===== src/rtl/inv_mix_columns_iter.sv =====
// Iterative AES InvMixColumns: transforms COLS_PER_CYCLE columns per clock between
// valid/ready handshakes; a bypass flag passes the state through for the final round.
module inv_mix_columns_iter #(
  parameter int COLS_PER_CYCLE = 1
) (
  input  logic         clk,
  input  logic         rst_n,
  input  logic         in_valid,
  output logic         in_ready,
  input  logic [127:0] in_data,
  input  logic         in_bypass,
  output logic         out_valid,
  input  logic         out_ready,
  output logic [127:0] out_data,
  output logic         busy
);

  typedef enum logic [1:0] {IDLE = 2'd0, BUSY = 2'd1, DONE = 2'd2} state_t;

  localparam logic [1:0] STEP     = 2'(COLS_PER_CYCLE);
  localparam logic [1:0] LAST_COL = 2'(4 - COLS_PER_CYCLE);
  localparam logic [2:0] NCOL     = 3'(COLS_PER_CYCLE);

  state_t       state_r, state_s;
  logic [127:0] data_r, data_s;
  logic [127:0] result_r, result_s;
  logic [1:0]   col_cnt_r, col_cnt_s;
  logic         accept_s;

  function automatic logic [7:0] xtime(input logic [7:0] b);
    return {b[6:0], 1'b0} ^ (b[7] ? 8'h1b : 8'h00);
  endfunction

  // 9, b, d and e are built from the x2/x4/x8 doubling chain.
  function automatic logic [31:0] inv_col(input logic [31:0] a);
    logic [7:0] x1 [4];
    logic [7:0] x2 [4];
    logic [7:0] x4 [4];
    logic [7:0] x8 [4];
    logic [7:0] m9 [4];
    logic [7:0] mb [4];
    logic [7:0] md [4];
    logic [7:0] me [4];
    for (int k = 0; k < 4; k++) begin
      x1[k] = a[31-8*k -: 8];
      x2[k] = xtime(x1[k]);
      x4[k] = xtime(x2[k]);
      x8[k] = xtime(x4[k]);
      m9[k] = x8[k] ^ x1[k];
      mb[k] = x8[k] ^ x2[k] ^ x1[k];
      md[k] = x8[k] ^ x4[k] ^ x1[k];
      me[k] = x8[k] ^ x4[k] ^ x2[k];
    end
    return {me[0] ^ mb[1] ^ md[2] ^ m9[3],
            m9[0] ^ me[1] ^ mb[2] ^ md[3],
            md[0] ^ m9[1] ^ me[2] ^ mb[3],
            mb[0] ^ md[1] ^ m9[2] ^ me[3]};
  endfunction

  assign in_ready  = (state_r == IDLE) || ((state_r == DONE) && out_ready);
  assign accept_s  = in_valid && in_ready;
  assign out_valid = (state_r == DONE);
  assign busy      = (state_r == BUSY);
  assign out_data  = result_r;

  // Next-state, column-write and accept logic.
  always_comb begin : next_logic
    logic [1:0] off;
    off       = 2'd0;
    state_s   = state_r;
    data_s    = data_r;
    result_s  = result_r;
    col_cnt_s = col_cnt_r;
    case (state_r)
      IDLE: begin
        if (accept_s) state_s = in_bypass ? DONE : BUSY;
        else          state_s = IDLE;
      end
      BUSY: begin
        // Columns col_cnt .. col_cnt+COLS_PER_CYCLE-1 are the ones at offset < NCOL.
        for (int c = 0; c < 4; c++) begin
          off = 2'(c) - col_cnt_r;
          if ({1'b0, off} < NCOL) result_s[127-32*c -: 32] = inv_col(data_r[127-32*c -: 32]);
          else                    result_s[127-32*c -: 32] = result_r[127-32*c -: 32];
        end
        col_cnt_s = col_cnt_r + STEP;
        if (col_cnt_r == LAST_COL) state_s = DONE;
        else                       state_s = BUSY;
      end
      DONE: begin
        if (accept_s)       state_s = in_bypass ? DONE : BUSY;
        else if (out_ready) state_s = IDLE;
        else                state_s = DONE;
      end
      default: state_s = IDLE;
    endcase
    // Accepts only occur in IDLE/DONE, so no column write is overridden here.
    if (accept_s) begin
      data_s    = in_data;
      col_cnt_s = 2'd0;
      if (in_bypass) result_s = in_data;
      else           result_s = result_r;
    end else begin
      data_s = data_r;
    end
  end

  // State, operand and result registers.
  always_ff @(posedge clk or negedge rst_n) begin
    if (!rst_n) begin
      state_r   <= IDLE;
      data_r    <= 128'd0;
      result_r  <= 128'd0;
      col_cnt_r <= 2'd0;
    end else begin
      state_r   <= state_s;
      data_r    <= data_s;
      result_r  <= result_s;
      col_cnt_r <= col_cnt_s;
    end
  end

endmodule


===== config.mk =====
export PLATFORM = sky130hd
export DESIGN_NAME = inv_mix_columns_iter
export DESIGN_NICKNAME = d
export VERILOG_FILES = /design/src/rtl/inv_mix_columns_iter.sv
export SDC_FILE = /design/constraint.sdc
export NUM_CORES = 1
export LEC_CHECK = 0
export BUFFER_PORTS_ARGS = -buffer_cell sky130_fd_sc_hd__buf_2
export CAP_MARGIN = 10
export CORE_UTILIZATION = 50
export CTS_BUF_LIST = sky130_fd_sc_hd__clkbuf_8
export DETAILED_ROUTE_END_ITERATION = 8
export PLACE_DENSITY = 0.69
export SLEW_MARGIN = 10
export SYNTH_ARGS = -nofsm -noshare
export SYNTH_HDL_FRONTEND = slang
export SYNTH_SLANG_ARGS = --single-unit
export TNS_END_PERCENT = 5

===== constraint.sdc =====
create_clock -name clk -period 4.9 [get_ports clk]
set_input_delay 1.225 -clock clk [delete_from_list [all_inputs] [get_ports clk]]
set_output_delay 1.225 -clock clk [all_outputs]
set_load 0.1 [all_outputs]

=== Word-level counts from Yosys, hierarchy flattened ===
Cells that the tools add are included.

* Logic and storage cells: 288
* Input port bits: 133
* Register bits: 260

* Eq/ne operators: 4
* Bitwise gates (word level): 192
* $add $sub $neg: 5
* Reduce and logical (&&, ||, !) cells: 13
* Muxes and demuxes: 63
* $lt $le $gt $ge: 4

{| class="wikitable"
|+ Operators by type and width
! kind !! number
|-
| bitwise XOR 8 bit || 144
|-
| 2-to-1 mux 128 bit || 3
|-
| bitwise XOR 8 x 5 -> 8 bit || 48
|-
| 2-to-1 mux 5 bit || 48
|-
| 2-to-1 mux 32 bit || 4
|-
| 2-to-1 mux 2 bit || 7
|-
| AND reduction 3 bit || 4
|-
| nonzero test 2 bit || 5
|-
| < comparator 2 x 1 -> 1 bit (second input constant) || 4
|-
| one-hot mux 2 bit (3 select lines) || 1
|-
| equality test 2 bit (second input constant) || 2
|-
| subtractor 1 x 2 -> 2 bit (first input constant) || 2
|-
| subtractor 2 bit (first input constant) || 2
|-
| adder 2 x 1 -> 2 bit (second input constant) || 1
|-
| equality test 2 x 1 -> 1 bit (second input constant) || 1
|-
| logical AND 1 bit || 2
|-
| logical NOT 2 bit || 1
|-
| inequality test 2 bit (second input constant) || 1
|-
| logical OR 1 bit || 1
|}

=== Longest topological paths before layout ===
* Depth in word-level cells: 14
* Mapped depth: 9
* Depth with buffers taken out: 6

=== Worst setup path before layout ===
No wires, ideal clock.

* Path type: input -> register
* Start point: in out_ready
* End point: reg result_r[103], in the netlist out_data[103]
* Path slack: 1.049 ns
* Path buffers: 3
* Cell stages on the path: 8
* Arrival time: 3.769 ns
* Required time: 4.818 ns
* Setup time: 0.082 ns
* Cell sequence: nor2b_1 -> nor2_1 -> and2_1 -> clkbuf_1 -> clkbuf_1 -> buf_1 -> nand2_1 -> a31oi_1

* Word-level cells in the longest chain between the ends: 5
* Elaborated cells on any way between the ends: 8
* Classes of those cells: eq/ne (1); mux (1); reduce/logical (6)

{| class="wikitable"
|+ Ends and longest elaborated chain
! item !! RTL line !! RTL
|-
| start: declaration || 13 || <nowiki>input logic out_ready,</nowiki>
|-
| logical AND 1 bit * || 60 || <nowiki>assign in_ready = (state_r == IDLE) || ((state_r == DONE) && out_ready);</nowiki>
|-
| logical OR 1 bit * || 60 ||
|-
| net in_ready || 9 || <nowiki>output logic in_ready,</nowiki>
|-
| logical AND 1 bit * || 61 || <nowiki>assign accept_s = in_valid && in_ready;</nowiki>
|-
| inequality test 2 bit (no source line) or nonzero test 2 bit (tied branches) || n/a ||
|-
| AND reduction 3 bit (no source line) || n/a ||
|-
| end signal: assignment || 118 || <nowiki>result_r <= result_s;</nowiki>
|-
| end: declaration || 26 || <nowiki>logic [127:0] result_r, result_s;</nowiki>
|}

The timed path passes the listed nets; every way through them passes the cells marked *.
A chain may end at the register's enable or synchronous reset.

=== Worst setup path in the final report ===
* Start point: reg state_r[1]
* End point: out in_ready

* Word-level cells in the longest chain between the ends: 3
* Elaborated cells on any way between the ends: 4
* Classes of those cells: eq/ne (1); reduce/logical (3)

{| class="wikitable"
|+ Ends and longest elaborated chain
! item !! RTL line !! RTL
|-
| start: declaration || 24 || <nowiki>state_t state_r, state_s;</nowiki>
|-
| start signal: assignment || 116 || <nowiki>state_r <= state_s;</nowiki>
|-
| equality test 2 bit || 60 ||
|-
| logical AND 1 bit || 60 ||
|-
| logical OR 1 bit * || 60 ||
|-
| end: declaration || 9 ||
|}

Mark *: on every way between the ends. The rest lies on a longest branch, timed or not.

==> flow_summary.toml <==
[layout]
nFillCells = 3328
syn_to_final_growth_pct = 13.0
nets = 2247
drive_gt1_share_pct = 16.7

[clocking]
clock-sinks = 260
cts_tree = "built"
path_clk_slew_ps = 70
cts_setup_buffers = 0
cts_resized = 0
clk_path_buf_depth = 3
cts_buffers = 44
clk_latency_ps = 620
cts-root-buf = "clkbuf_8"
cts_hold_buf = 0
h-tree-depth = 2

[floorplanning]
die_w_um = 196
die_y_um = 196
die-area_mm2 = 0.0383
core_area_mm2 = 0.0368
ios = 264
initial_utilization_pct = 51.0
row_count = 70

[min_path]
hold_path_depth = 1
hold_class = "flop to flop"
min_from = "out_data[102]$_DFFE_PN0P_"
whs_endpoint = "out_data[102]$_DFFE_PN0P_"

[timing]
finalSetupTns_ps = 0
fmax_mhz = 298
fin_skew_ps = 30.5
fin_crit_sh_pct = 68.4
setup_ws_ps = 1550
slew_violations = 0
tightest_slew_ps = 983
hold_violations = 0
period_minus_slack_ps = 3350
rsz0062_at_grt = "false"
slew_headroom_pct = 34.4
setup_viol = 0

[global_route]
track_usage_pct = 26.2
grt_pass1_vias = 13900
antenna_found_initial = 1
grt_max_degree = 113
gr-total-overflow = 0
grt_pass1_wl_um = 78000

[yosys]
yosysMostFrequentCell = "nand2_1"
synth_edf_count = 0
synth_top_area_share_pct = 34.7
synth_cell_types = 33
synth_area_mm2 = 0.0188
ys_warn_count = 0
synth_compound_area_share_pct = 4.79
synth_adder_area_share_pct = 0.267
yosysTopAreaCell = "dfrtp_1"
ys_ff_latch = 260
syn_nets = 2081
yosys.area_share.simple_pct = 13.0
synth_top_family_by_area = "XOR/XNOR gates"
syn_avg_cell_area_um2 = 9.65
async_flop_share_pct = 100
synth_common_cells = "510 x nand2_1, 461 x xnor2_1, 260 x dfrtp_1"
synth_area_leaders = "dfrtp_1 35%, xnor2_1 22%, xnor3_1 13%"
ys_seq_area_share_pct = 34.7
syn_inst = 1944
synthMuxAreaShare_pct = 0.0600
synth_xor_area_share_pct = 43.7
ys.flop_type = "dfrtp_1"

[critical_path]
critPathLaunchType = "flop"
worstPathArrival_ps = 2130
cp_max_fo = 7
r2r-start = "data_r[94]$_DFFE_PN0P_"
cp-end-kind = "primary output"
crit_type = "flop to primary output"
r2r_end = "out_data[91]$_DFFE_PN0P_"
ff2ff_setup_slack_ps = 2050
crit_required_ps = 3670
reg2regPathDepth = 6

[detailed_routing]
vias = 13700
drt_first_pass_iters = 5
drc = 0
ant_nets = 0
post_drt_wl_per_cell_um = 18.7
drtIter0Drc = 744
routed_wl_um = 48800
post_drt_via_cell_ratio = 5.24

[flow_run]
drv_cap = 0

[placed_design]
finalWeightedCongestion = 0.928
dp_hpwl_um = 36400
port_buffers = 263
preCtsSetupSlack_ps = 1520

[outcome]
status = "complete, no violations"
-- routing by layer --
metal  share of wire (%)  global-route usage, %
met4                 2.5                   8.25
met2                  47                   43.1
met5                   0                      0
met3                 5.6                   3.78
met1                  45                   35.9
-- through the flow --
stage               util (%)  cell area, um^2  hold slack, ps  std cells
floorplan                  -            18800             507       1944
global placement        55.0            20200             481       2532
detailed placement      55.0            20200             491       2532
CTS                     57.6            21200             510       2610
global route            57.6            21200             535       2611
finish                  57.6            21200             505       2611
-- cell usage in the layout, fill, tap and decap left out --
master,count
o221ai_1,1
xor3_1,16
or3b_2,1
clkinv_2,8
and2_4,1
o22a_1,2
diode_2,1
inv_1,15
nor3b_1,1
ha_1,4
xor3_2,1
dfrtp_1,260
o22ai_1,1
a31oi_1,121
bufinv_16,5
buf_4,9
mux2_2,1
o21ai_0,3
xnor2_1,461
buf_2,262
clkbuf_8,52
clkinvlp_4,3
nor2b_1,3
nand2_4,1
xnor2_2,4
o21ai_4,4
buf_8,1
o211ai_1,3
xnor3_2,2
xnor3_1,109
nand3_1,1
o21a_1,3
nor2_1,129
buf_12,3
xor2_1,136
a21oi_1,6
nand2_1,509
-- sequential cells by signal (all words and copies together) (netlist names) --
name	flops
data_r	128
state_r	2
out_data	128
col_cnt_r	2
-- critical path: stages (launching register included) --
cell     delay [ps]
dfrtp_1         550
nor2b_1         230
nor2_1          240
buf_2           490
-- kinds of logic (layout without fill, tap and decap cells) --
kind of cell	count (synthesis)	in the layout
DFF	260	260
muxes	1	1
adders and majority gates	4	4
xor gates and xnor gates	729	729
and+or+nand+nor	646	646
other	0	1
buffers and inverters	160	358
AOI/OAI and AO/OA	144	144
-- worst max path at each step --
| stage | from | endpoint | cells after the start |
|---|---|---|---|
| detailed placement | in_valid | out_data[118]$_DFFE_PN0P_ | 7 |
| global route | state_r[1]$_DFF_PN0_ | busy | 2 |
| floorplan | out_ready | out_data[103]$_DFFE_PN0P_ | 8 |
| global placement | in_valid | out_data[118]$_DFFE_PN0P_ | 7 |
| finish | state_r[1]$_DFF_PN0_ | in_ready | 3 |
| CTS | state_r[1]$_DFF_PN0_ | in_ready | 3 |
-- area by class of cell --
| type | instances | area (um^2) | area share, % |
|---|---|---|---|
| repair buffers | 275 | 1450 | 6.86 |
| clock inverters | 26 | 250 | 1.18 |
| well taps | 468 | 586 | 2.76 |
| diodes | 1 | 2.50 | 0.0118 |
| flip-flops and latches | 260 | 6510 | 30.7 |
| inverters | 5 | 18.8 | 0.0885 |
| clock buffers | 52 | 716 | 3.38 |
| multi-input cells | 1524 | 11700 | 55.0 |
Power is left out: the tool's default activity adds up to more than one toggle a clock period on the data nets, which glitch-free logic cannot reach.
